## config.mk

```make
export PLATFORM = sky130hd
export DESIGN_NAME = multicycle_ctrl_flat
export DESIGN_NICKNAME = d
export VERILOG_FILES = /design/src/rtl/multicycle_ctrl_if.sv /design/src/rtl/multicycle_ctrl.sv /design/src/flat_wrapper.sv
export SDC_FILE = /design/constraint.sdc
export NUM_CORES = 1
export LEC_CHECK = 0
export CAP_MARGIN = 30
export CORE_ASPECT_RATIO = 1.2
export CORE_MARGIN = 10
export CORE_UTILIZATION = 45
export DETAILED_ROUTE_END_ITERATION = 12
export MAX_ROUTING_LAYER = met4
export PLACE_DENSITY = 0.82
export SETUP_SLACK_MARGIN = 0.1
export SLEW_MARGIN = 10
export SYNTH_ARGS = -nofsm -noshare
export SYNTH_HDL_FRONTEND = slang
export SYNTH_SLANG_ARGS = --single-unit
```

## constraint.sdc

```tcl
create_clock -name clk -period 2.4 [get_ports clk]
set_clock_uncertainty 0.2 [all_clocks]
set_input_delay 0.48 -clock clk [delete_from_list [all_inputs] [get_ports clk]]
set_output_delay 0.48 -clock clk [all_outputs]
set_load 0.05 [all_outputs]
```

## src/rtl/multicycle_ctrl_if.sv

```systemverilog
// rtl/multicycle_ctrl_if.sv - memory request/ready handshake between controller and memory
interface multicycle_ctrl_if;
    logic MemReq;
    logic MemWrite;
    logic AdrSrc;
    logic mem_ready;

    modport master (
        output MemReq,
        output MemWrite,
        output AdrSrc,
        input  mem_ready
    );

    modport slave (
        input  MemReq,
        input  MemWrite,
        input  AdrSrc,
        output mem_ready
    );
endinterface

```

## src/rtl/multicycle_ctrl.sv

```systemverilog
// rtl/multicycle_ctrl.sv - multicycle RISC-V style control FSM with memory wait timeout and sticky fault
module multicycle_ctrl #(
    parameter int ALUCTRL_W = 4,
    parameter int MAX_WAIT  = 15,
    parameter bit JALR_EN   = 1'b1
) (
    input  logic                  clk,
    input  logic                  reset_n,
    input  logic [6:0]            op,
    input  logic [2:0]            funct3,
    input  logic                  funct7_5,
    input  logic                  zero,
    multicycle_ctrl_if.master     mem,
    output logic                  PCWrite,
    output logic                  IRWrite,
    output logic [1:0]            ResultSrc,
    output logic [ALUCTRL_W-1:0]  ALUControl,
    output logic [1:0]            ALUSrcA,
    output logic [1:0]            ALUSrcB,
    output logic [2:0]            ImmSrc,
    output logic                  RegWrite,
    output logic                  instr_done,
    output logic                  Fault
);

    typedef enum logic [3:0] {
        S_RESET, S_FETCH, S_DECODE, S_MEMADR, S_MEMREAD, S_MEMWB, S_MEMWRITE,
        S_EXECUTER, S_EXECUTEI, S_ALUWB, S_BRANCH, S_JAL, S_JALR, S_LUI,
        S_AUIPC, S_FAULT
    } state_t;

    localparam logic [3:0] ALU_ADD  = 4'd0;
    localparam logic [3:0] ALU_SUB  = 4'd1;
    localparam logic [3:0] ALU_AND  = 4'd2;
    localparam logic [3:0] ALU_OR   = 4'd3;
    localparam logic [3:0] ALU_XOR  = 4'd4;
    localparam logic [3:0] ALU_SLT  = 4'd5;
    localparam logic [3:0] ALU_SLTU = 4'd6;
    localparam logic [3:0] ALU_SLL  = 4'd7;
    localparam logic [3:0] ALU_SRL  = 4'd8;
    localparam logic [3:0] ALU_SRA  = 4'd9;

    localparam logic [1:0] SRCA_PC    = 2'b00;
    localparam logic [1:0] SRCA_OLDPC = 2'b01;
    localparam logic [1:0] SRCA_RD1   = 2'b10;
    localparam logic [1:0] SRCA_ZERO  = 2'b11;
    localparam logic [1:0] SRCB_RD2   = 2'b00;
    localparam logic [1:0] SRCB_IMM   = 2'b01;
    localparam logic [1:0] SRCB_FOUR  = 2'b10;

    localparam logic [1:0] RES_ALUOUT    = 2'b00;
    localparam logic [1:0] RES_DATA      = 2'b01;
    localparam logic [1:0] RES_ALURESULT = 2'b10;

    localparam logic [2:0] IMM_I = 3'b000;
    localparam logic [2:0] IMM_S = 3'b001;
    localparam logic [2:0] IMM_B = 3'b010;
    localparam logic [2:0] IMM_U = 3'b100;

    // A zero-width counter is illegal, so MAX_WAIT=0 keeps one unused bit.
    localparam int CNT_W = (MAX_WAIT > 0) ? $clog2(MAX_WAIT + 1) : 1;
    localparam logic [CNT_W-1:0] WAIT_LIM = CNT_W'(MAX_WAIT);

    state_t           state;
    state_t           state_nxt;
    logic [CNT_W-1:0] wait_cnt;
    logic             mem_req;
    logic             mem_write;
    logic             adr_src;
    logic [3:0]       alu_op;
    logic             timeout;
    logic             enter_wait_state;

    function automatic logic [3:0] alu_decode(input logic [2:0] f3, input logic f7, input logic rtype);
        logic [3:0] r;
        case (f3)
            3'b000:  r = (rtype && f7) ? ALU_SUB : ALU_ADD;
            3'b001:  r = ALU_SLL;
            3'b010:  r = ALU_SLT;
            3'b011:  r = ALU_SLTU;
            3'b100:  r = ALU_XOR;
            3'b101:  r = f7 ? ALU_SRA : ALU_SRL;
            3'b110:  r = ALU_OR;
            default: r = ALU_AND;
        endcase
        return r;
    endfunction

    assign timeout = (MAX_WAIT > 0) && mem_req && !mem.mem_ready && (wait_cnt == WAIT_LIM);
    assign enter_wait_state = (state_nxt != state) &&
                              (state_nxt == S_FETCH || state_nxt == S_MEMREAD || state_nxt == S_MEMWRITE);

    always_comb begin
        state_nxt = state;
        case (state)
            S_RESET:  state_nxt = S_FETCH;
            S_FETCH: begin
                if (mem.mem_ready)  state_nxt = S_DECODE;
                else if (timeout)   state_nxt = S_FAULT;
            end
            S_DECODE: begin
                case (op)
                    7'b0000011, 7'b0100011: state_nxt = S_MEMADR;
                    7'b0110011: state_nxt = S_EXECUTER;
                    7'b0010011: state_nxt = S_EXECUTEI;
                    // funct3 010/011 are not defined branch conditions
                    7'b1100011: state_nxt = (funct3[2:1] == 2'b01) ? S_FAULT : S_BRANCH;
                    7'b1101111: state_nxt = S_JAL;
                    7'b1100111: state_nxt = (JALR_EN && funct3 == 3'b000) ? S_JALR : S_FAULT;
                    7'b0110111: state_nxt = S_LUI;
                    7'b0010111: state_nxt = S_AUIPC;
                    default:    state_nxt = S_FAULT;
                endcase
            end
            S_MEMADR: state_nxt = op[5] ? S_MEMWRITE : S_MEMREAD;
            S_MEMREAD: begin
                if (mem.mem_ready)  state_nxt = S_MEMWB;
                else if (timeout)   state_nxt = S_FAULT;
            end
            S_MEMWB:  state_nxt = S_FETCH;
            S_MEMWRITE: begin
                if (mem.mem_ready)  state_nxt = S_FETCH;
                else if (timeout)   state_nxt = S_FAULT;
            end
            S_EXECUTER, S_EXECUTEI, S_JAL, S_LUI, S_AUIPC: state_nxt = S_ALUWB;
            S_ALUWB:  state_nxt = S_FETCH;
            S_BRANCH: state_nxt = S_FETCH;
            S_JALR:   state_nxt = S_JAL;
            default:  state_nxt = S_FAULT;
        endcase
    end

    always_ff @(posedge clk or negedge reset_n) begin
        if (!reset_n) begin
            state    <= S_RESET;
            wait_cnt <= '0;
        end else begin
            state <= state_nxt;
            if (enter_wait_state)
                wait_cnt <= '0;
            else if (mem_req && !mem.mem_ready)
                wait_cnt <= wait_cnt + CNT_W'(1);
        end
    end

    // Outputs decode from state (plus same-cycle mem_ready/zero), so reset zeroes them at once.
    always_comb begin
        PCWrite    = 1'b0;
        adr_src    = 1'b0;
        mem_write  = 1'b0;
        mem_req    = 1'b0;
        IRWrite    = 1'b0;
        ResultSrc  = RES_ALUOUT;
        alu_op     = ALU_ADD;
        ALUSrcA    = SRCA_PC;
        ALUSrcB    = SRCB_RD2;
        ImmSrc     = IMM_I;
        RegWrite   = 1'b0;
        instr_done = 1'b0;
        Fault      = 1'b0;
        case (state)
            S_FETCH: begin
                mem_req = 1'b1;
                if (mem.mem_ready) begin
                    IRWrite   = 1'b1;
                    PCWrite   = 1'b1;
                    ALUSrcB   = SRCB_FOUR;
                    ResultSrc = RES_ALURESULT;
                end
            end
            S_DECODE: begin
                ALUSrcA = SRCA_OLDPC;
                ALUSrcB = SRCB_IMM;
                ImmSrc  = IMM_B;
            end
            S_MEMADR: begin
                ALUSrcA = SRCA_RD1;
                ALUSrcB = SRCB_IMM;
                ImmSrc  = op[5] ? IMM_S : IMM_I;
            end
            S_MEMREAD: begin
                mem_req = 1'b1;
                adr_src = 1'b1;
            end
            S_MEMWB: begin
                ResultSrc  = RES_DATA;
                RegWrite   = 1'b1;
                instr_done = 1'b1;
            end
            S_MEMWRITE: begin
                mem_req    = 1'b1;
                adr_src    = 1'b1;
                mem_write  = 1'b1;
                instr_done = mem.mem_ready;
            end
            S_EXECUTER: begin
                ALUSrcA = SRCA_RD1;
                ALUSrcB = SRCB_RD2;
                alu_op  = alu_decode(funct3, funct7_5, 1'b1);
            end
            S_EXECUTEI: begin
                ALUSrcA = SRCA_RD1;
                ALUSrcB = SRCB_IMM;
                ImmSrc  = IMM_I;
                alu_op  = alu_decode(funct3, funct7_5, 1'b0);
            end
            S_ALUWB: begin
                RegWrite   = 1'b1;
                instr_done = 1'b1;
            end
            S_BRANCH: begin
                ALUSrcA    = SRCA_RD1;
                ALUSrcB    = SRCB_RD2;
                instr_done = 1'b1;
                case (funct3[2:1])
                    2'b10:   alu_op = ALU_SLT;
                    2'b11:   alu_op = ALU_SLTU;
                    default: alu_op = ALU_SUB;
                endcase
                // beq/bge/bgeu take on zero, bne/blt/bltu on !zero
                PCWrite = zero ^ (funct3[0] ^ funct3[2]);
            end
            S_JALR: begin
                ALUSrcA = SRCA_RD1;
                ALUSrcB = SRCB_IMM;
                ImmSrc  = IMM_I;
            end
            S_JAL: begin
                ALUSrcA = SRCA_OLDPC;
                ALUSrcB = SRCB_FOUR;
                PCWrite = 1'b1;
            end
            S_LUI: begin
                ALUSrcA = SRCA_ZERO;
                ALUSrcB = SRCB_IMM;
                ImmSrc  = IMM_U;
            end
            S_AUIPC: begin
                ALUSrcA = SRCA_OLDPC;
                ALUSrcB = SRCB_IMM;
                ImmSrc  = IMM_U;
            end
            S_FAULT: Fault = 1'b1;
            default: ;
        endcase
    end

    assign ALUControl   = ALUCTRL_W'(alu_op);
    assign mem.MemReq   = mem_req;
    assign mem.MemWrite = mem_write;
    assign mem.AdrSrc   = adr_src;

endmodule

```

## src/flat_wrapper.sv

```systemverilog
// flat-port wrapper written by rule: the top's interface ports become plain ports
module multicycle_ctrl_flat 
#(
    parameter int ALUCTRL_W = 4,
    parameter int MAX_WAIT  = 15,
    parameter bit JALR_EN   = 1'b1
)
  (clk, reset_n, op, funct3, funct7_5, zero, PCWrite, IRWrite, ResultSrc, ALUControl, ALUSrcA, ALUSrcB, ImmSrc, RegWrite, instr_done, Fault, mem_MemReq, mem_MemWrite, mem_AdrSrc, mem_mem_ready);
  multicycle_ctrl_if mem_i ();
  input  logic clk;
  input  logic reset_n;
  input  logic [6:0] op;
  input  logic [2:0] funct3;
  input  logic funct7_5;
  input  logic zero;
  output logic PCWrite;
  output logic IRWrite;
  output logic [1:0] ResultSrc;
  output logic [ALUCTRL_W-1:0] ALUControl;
  output logic [1:0] ALUSrcA;
  output logic [1:0] ALUSrcB;
  output logic [2:0] ImmSrc;
  output logic RegWrite;
  output logic instr_done;
  output logic Fault;
  output wire logic [$bits(mem_i.MemReq)-1:0] mem_MemReq;
  output wire logic [$bits(mem_i.MemWrite)-1:0] mem_MemWrite;
  output wire logic [$bits(mem_i.AdrSrc)-1:0] mem_AdrSrc;
  input wire logic [$bits(mem_i.mem_ready)-1:0] mem_mem_ready;
  assign mem_MemReq = mem_i.MemReq;
  assign mem_MemWrite = mem_i.MemWrite;
  assign mem_AdrSrc = mem_i.AdrSrc;
  assign mem_i.mem_ready = mem_mem_ready;
  multicycle_ctrl #(.ALUCTRL_W(ALUCTRL_W), .MAX_WAIT(MAX_WAIT), .JALR_EN(JALR_EN)) u_core (.clk(clk), .reset_n(reset_n), .op(op), .funct3(funct3), .funct7_5(funct7_5), .zero(zero), .mem(mem_i), .PCWrite(PCWrite), .IRWrite(IRWrite), .ResultSrc(ResultSrc), .ALUControl(ALUControl), .ALUSrcA(ALUSrcA), .ALUSrcB(ALUSrcB), .ImmSrc(ImmSrc), .RegWrite(RegWrite), .instr_done(instr_done), .Fault(Fault));
endmodule
```

==> results.md <==
Worst setup path:
- The maximum fanout along the worst path is 3.
- The kind of critical path is reg2out.
- The critical path goes through or4b_4, a211oi_4, o21bai_1, o211ai_1, clkbuf_16.
- The launching element type of the critical path is a flop.
- The required arrival time at the worst endpoint is 1720 ps.
- The largest stage delay on the critical path is about 600 ps.
- The data arrival time of the worst path is around 2000 ps.
- Measured in cells, the most critical reg-to-reg path has a length of 6.
- The slowest stage of the critical path belongs to the cell sky130_fd_sc_hd__or4b_4.
- The kind of end point of the critical path is a primary output.

Routing:
- The number of routed nets with antenna violations is 0.
- The number of detailed-routing iterations run before antenna repair is 4.
- For this block, the initial DRC count from the detailed router was 158.
- The average via count per standard cell is 6.48.
- The number of DRC violations after detailed routing is 0.
- For this block, the routed nets add up to 5180 um of wire.
- The routed layout has 1497 vias.
- The routed length per placed instance is approximately 22 um.

Power and ir drop:
- For this design the static power due to leakage is between 0.8 and 0.9 nW.
- Across the VDD grid, the largest voltage drop is ~1.4 mV.
- For this design the ratio of total power to cell area is 1210 nW/um^2.

Logic synthesis:
- Synthesis produced a netlist with a net count of 168.
- The number of flip-flops and latches in the synthesized netlist is 8.
- The commonest register cell after synthesis is sky130_fd_sc_hd__dfrtp_1.
- The number of distinct library cell variants in the gate-level netlist after synthesis is 47.
- Yosys printed 0 warnings.
- After synthesis, the mean cell area works out to 6.99 um^2.
- The synthesized design spends more area on one cell type than any other, namely sky130_fd_sc_hd__dfrtp_1.
- Of the post-synthesis cell area, the dominant cell type holds 0.188.
- The cell area that synthesis handed to floorplanning was 1060 um^2.
- The share of async-settable or async-resettable flops after synthesis is 1.00.
- By area the synthesized netlist is led by sky130_fd_sc_hd__dfrtp_1 19%, sky130_fd_sc_hd__nor2_1 7.4%, sky130_fd_sc_hd__nand2_1 5.7%.
- For this run, the register share of the synthesized area comes to 0.188.
- In this run, synthesis inferred 0 flip-flops with an integrated enable.
- The post-synthesis instance total is 152.

Timing:
- The number of pins exceeding their max-slew limit in the final report is 0.
- The final count of negative-setup-slack endpoints is 5.
- Hold is met by ~300 ps.
- The number of hold violations in the final report is 0.
- Dividing the final minimum period by the clock period gives 1.12.
- Setup repair after global routing could not meet its margin everywhere.
- For this run, the top clock speed supported by timing is 0.371 GHz.
- Subtracting the final worst setup slack from the clock period gives between 2000 and 3000 ps.
- At the pin with the least slew margin, the transition time is 503 ps.
- The worst pin sits at a relative slew slack of 0.661.
- The slack of the critical path is -293 ps.

Global route:
- The sum of overflow across all layers after global routing is 0.
- The initial antenna violation count came to 0.
- The wire length of the first global-routing pass is 6280 um.
- The via count of the first global-routing pass came to roughly 1300.
- The global-route total usage across every layer is 0.163.
- Entering global routing, the biggest net connects 21 pins.

Place:
- The number of placed instances with taps included is 221.
- Routability-driven placement finished with a final weighted congestion of between 0.8 and 0.9.
- Once detailed placement completed, the half-perimeter wirelength came to 2890 um.
- The number of port buffers is 35.

Floorplan:
- The initial cell density of the core is 0.465.
- The height of the chip is 73.2 um.
- The area of the placeable core is approximately 2300 um^2.
- For this design the top-level I/O count stands at 36.
- The floorplan step defined a die boundary enclosing 4710 um^2.
- From left edge to right edge, the die measures 64.4 um.
- In this run the core area contains 19 standard-cell rows.

Flow run:
- The tool flagged a number of max-cap violations equal to 0.

CTS:
- The maximum clock path buffer count is 2.
- After clock tree synthesis, the flow added hold-fix buffers numbering 0.
- The maximum level of the CTS H-tree is 1.
- Clock tree synthesis selected as its root buffer the cell sky130_fd_sc_hd__clkbuf_4.
- The clock latency reported for the late side of the worst-skew pair is 260 ps.
- TritonCTS built the clock tree.
- The clock edge transition at the registers on the reported setup and hold paths is 60 ps.
- For this design, the sink count on the clock tree is 8.
- Buffers inserted during clock tree synthesis total 3.

Finish:
- The number of cells in the finished layout apart from fillers is 231.
- The final net count is 218.
- The share of layout cells above drive strength 1 is 0.450.
- The diode insertion count for antenna repair is 0.
- The post-synthesis to final-layout area growth is 93.2%.
- The layout has 93 filler cells.

Run status:
- The flow ran to the end, but the final reports show violations.
- The final reports fail on setup timing.

Min path:
- The class of the tightest hold or removal check is in2async.
area by class of cell:
| type | count | area [um^2] | share of cell area |
|---|---|---|---|
| flip-flops and latches | 8 | 200 | 0.0976 |
| multi-input cells | 128 | 1000 | 0.489 |
| clock buffers | 3 | 22.5 | 0.0110 |
| repair buffers | 57 | 772 | 0.376 |
| inverters | 4 | 15.0 | 0.00732 |
| well taps | 31 | 38.8 | 0.0189 |
cells in the final DEF (no fill, tap or decap), types with 3 or more instances in the layout:
cell and n:
sky130_fd_sc_hd__nand3_1 3, sky130_fd_sc_hd__inv_1 3, sky130_fd_sc_hd__buf_6 4, sky130_fd_sc_hd__dfrtp_1 8
sky130_fd_sc_hd__nor2_2 6, sky130_fd_sc_hd__o21ai_2 3, sky130_fd_sc_hd__clkdlybuf4s50_1 11, sky130_fd_sc_hd__a31oi_1 3
sky130_fd_sc_hd__buf_12 21, sky130_fd_sc_hd__nor2_1 14, sky130_fd_sc_hd__a21oi_1 8, sky130_fd_sc_hd__nand2_2 3
sky130_fd_sc_hd__nor2b_2 3, sky130_fd_sc_hd__nand2_1 11, sky130_fd_sc_hd__and3_1 4, sky130_fd_sc_hd__clkbuf_4 3
sky130_fd_sc_hd__o211ai_1 5, sky130_fd_sc_hd__xor2_1 4, sky130_fd_sc_hd__buf_4 15, sky130_fd_sc_hd__o21ai_0 4
kinds of logic (layout without fill, tap and decap cells):
family / after synthesis / in the layout / synth area share
buffers and inverters: 16 / 64 / 0.0648
DFF: 8 / 8 / 0.188
xor gates and xnor gates: 6 / 6 / 0.0495
AOI/OAI and AO/OA: 43 / 43 / 0.261
muxes: 5 / 5 / 0.0495
adders and majority gates: 1 / 1 / 0.0118
and+or+nand+nor: 73 / 73 / 0.375
path summary, 6_finish.rpt:
check / slack [ps] / start / end
worst min register to register: 370 / u_core.state[3]$_DFF_PN0_ / u_core.state[0]$_DFF_PN0_
min in group clk: 370 / u_core.state[3]$_DFF_PN0_ / u_core.state[0]$_DFF_PN0_
worst min-delay path: 300 / reset_n / u_core.wait_cnt[3]$_DFFE_PN0P_
worst max-delay path: -290 / u_core.state[1]$_DFF_PN0_ / ALUControl[0]
max in group asynchronous: 1440 / reset_n / u_core.state[3]$_DFF_PN0_
worst max register to register: 470 / u_core.state[0]$_DFF_PN0_ / u_core.wait_cnt[1]$_DFFE_PN0P_
synth_stat cells (2+ instances only):
cell and count:
sky130_fd_sc_hd__nor2b_1 4, sky130_fd_sc_hd__o22ai_1 2, sky130_fd_sc_hd__nand2_1 16, sky130_fd_sc_hd__mux2i_1 3
sky130_fd_sc_hd__nand3b_1 2, sky130_fd_sc_hd__inv_1 4, sky130_fd_sc_hd__a21o_1 2, sky130_fd_sc_hd__o32ai_1 2
sky130_fd_sc_hd__and3_1 4, sky130_fd_sc_hd__nor4bb_1 2, sky130_fd_sc_hd__mux2_2 2, sky130_fd_sc_hd__nor2_1 21
sky130_fd_sc_hd__xor2_1 5, sky130_fd_sc_hd__a31oi_1 3, sky130_fd_sc_hd__o21ai_0 7, sky130_fd_sc_hd__dfrtp_1 8
sky130_fd_sc_hd__clkbuf_1 10, sky130_fd_sc_hd__a21oi_1 11, sky130_fd_sc_hd__nand3_1 3, sky130_fd_sc_hd__nand2b_1 5
sky130_fd_sc_hd__or4_1 2, sky130_fd_sc_hd__nor4b_1 2, sky130_fd_sc_hd__a211oi_1 3, sky130_fd_sc_hd__o211ai_1 5
sky130_fd_sc_hd__or2_2 2
metrics by stage:
| step | power [W] | utilization | setup slack (ps) | setup TNS, ps | cell area (um^2) |
|---|---|---|---|---|---|
| floorplan | 0.00127 | - | -208 | -900 | 1130 |
| global placement | 0.00198 | 0.783 | -264 | -792 | 1790 |
| detailed placement | 0.00203 | 0.783 | -312 | -1120 | 1790 |
| CTS | 0.00217 | 0.817 | -187 | -533 | 1860 |
| global route | 0.00260 | 0.899 | -314 | -827 | 2050 |
| finish | 0.00249 | 0.899 | -293 | -628 | 2050 |
worst max-delay path: cells and delay by family, from the launching register on:
kind                   cells  cell delay (ps)
AO/OA/AOI/OAI              3              540
buffers and inverters      1              220
flip-flops                 1              380
AND/OR/NAND/NOR            1              600
metal layers:
metal | global-route usage | share of wire | up-vias | routed length, um
met2 | 0.310 | 0.52 | 100 | 2680
met5 | - | 0 | - | 0
met3 | 0.0184 | 0.054 | 24 | 281
li1 | - | - | 648 | -
met1 | 0.167 | 0.37 | 725 | 1940
met4 | 0.0548 | 0.053 | 0 | 276
timing repair:
action                                  4_1_cts  5_1_grt
setup buffers                                 0        7
endpoints found under the setup margin       11       14
gates resized for setup                      14       40
pin swaps                                     3        6
power by group:
part | internal (W) | total [W] | switching [W]
clock | 0.0000574 | 0.000106 | 0.0000490
sequential | 0.000174 | 0.000205 | 0.0000304
combinational | 0.000955 | 0.00218 | 0.00123
sequential cells by signal, summed over array words and instances (netlist names):
name and flops:
u_core.wait_cnt 4, u_core.state 4
(Power assumes the default switching activity.)
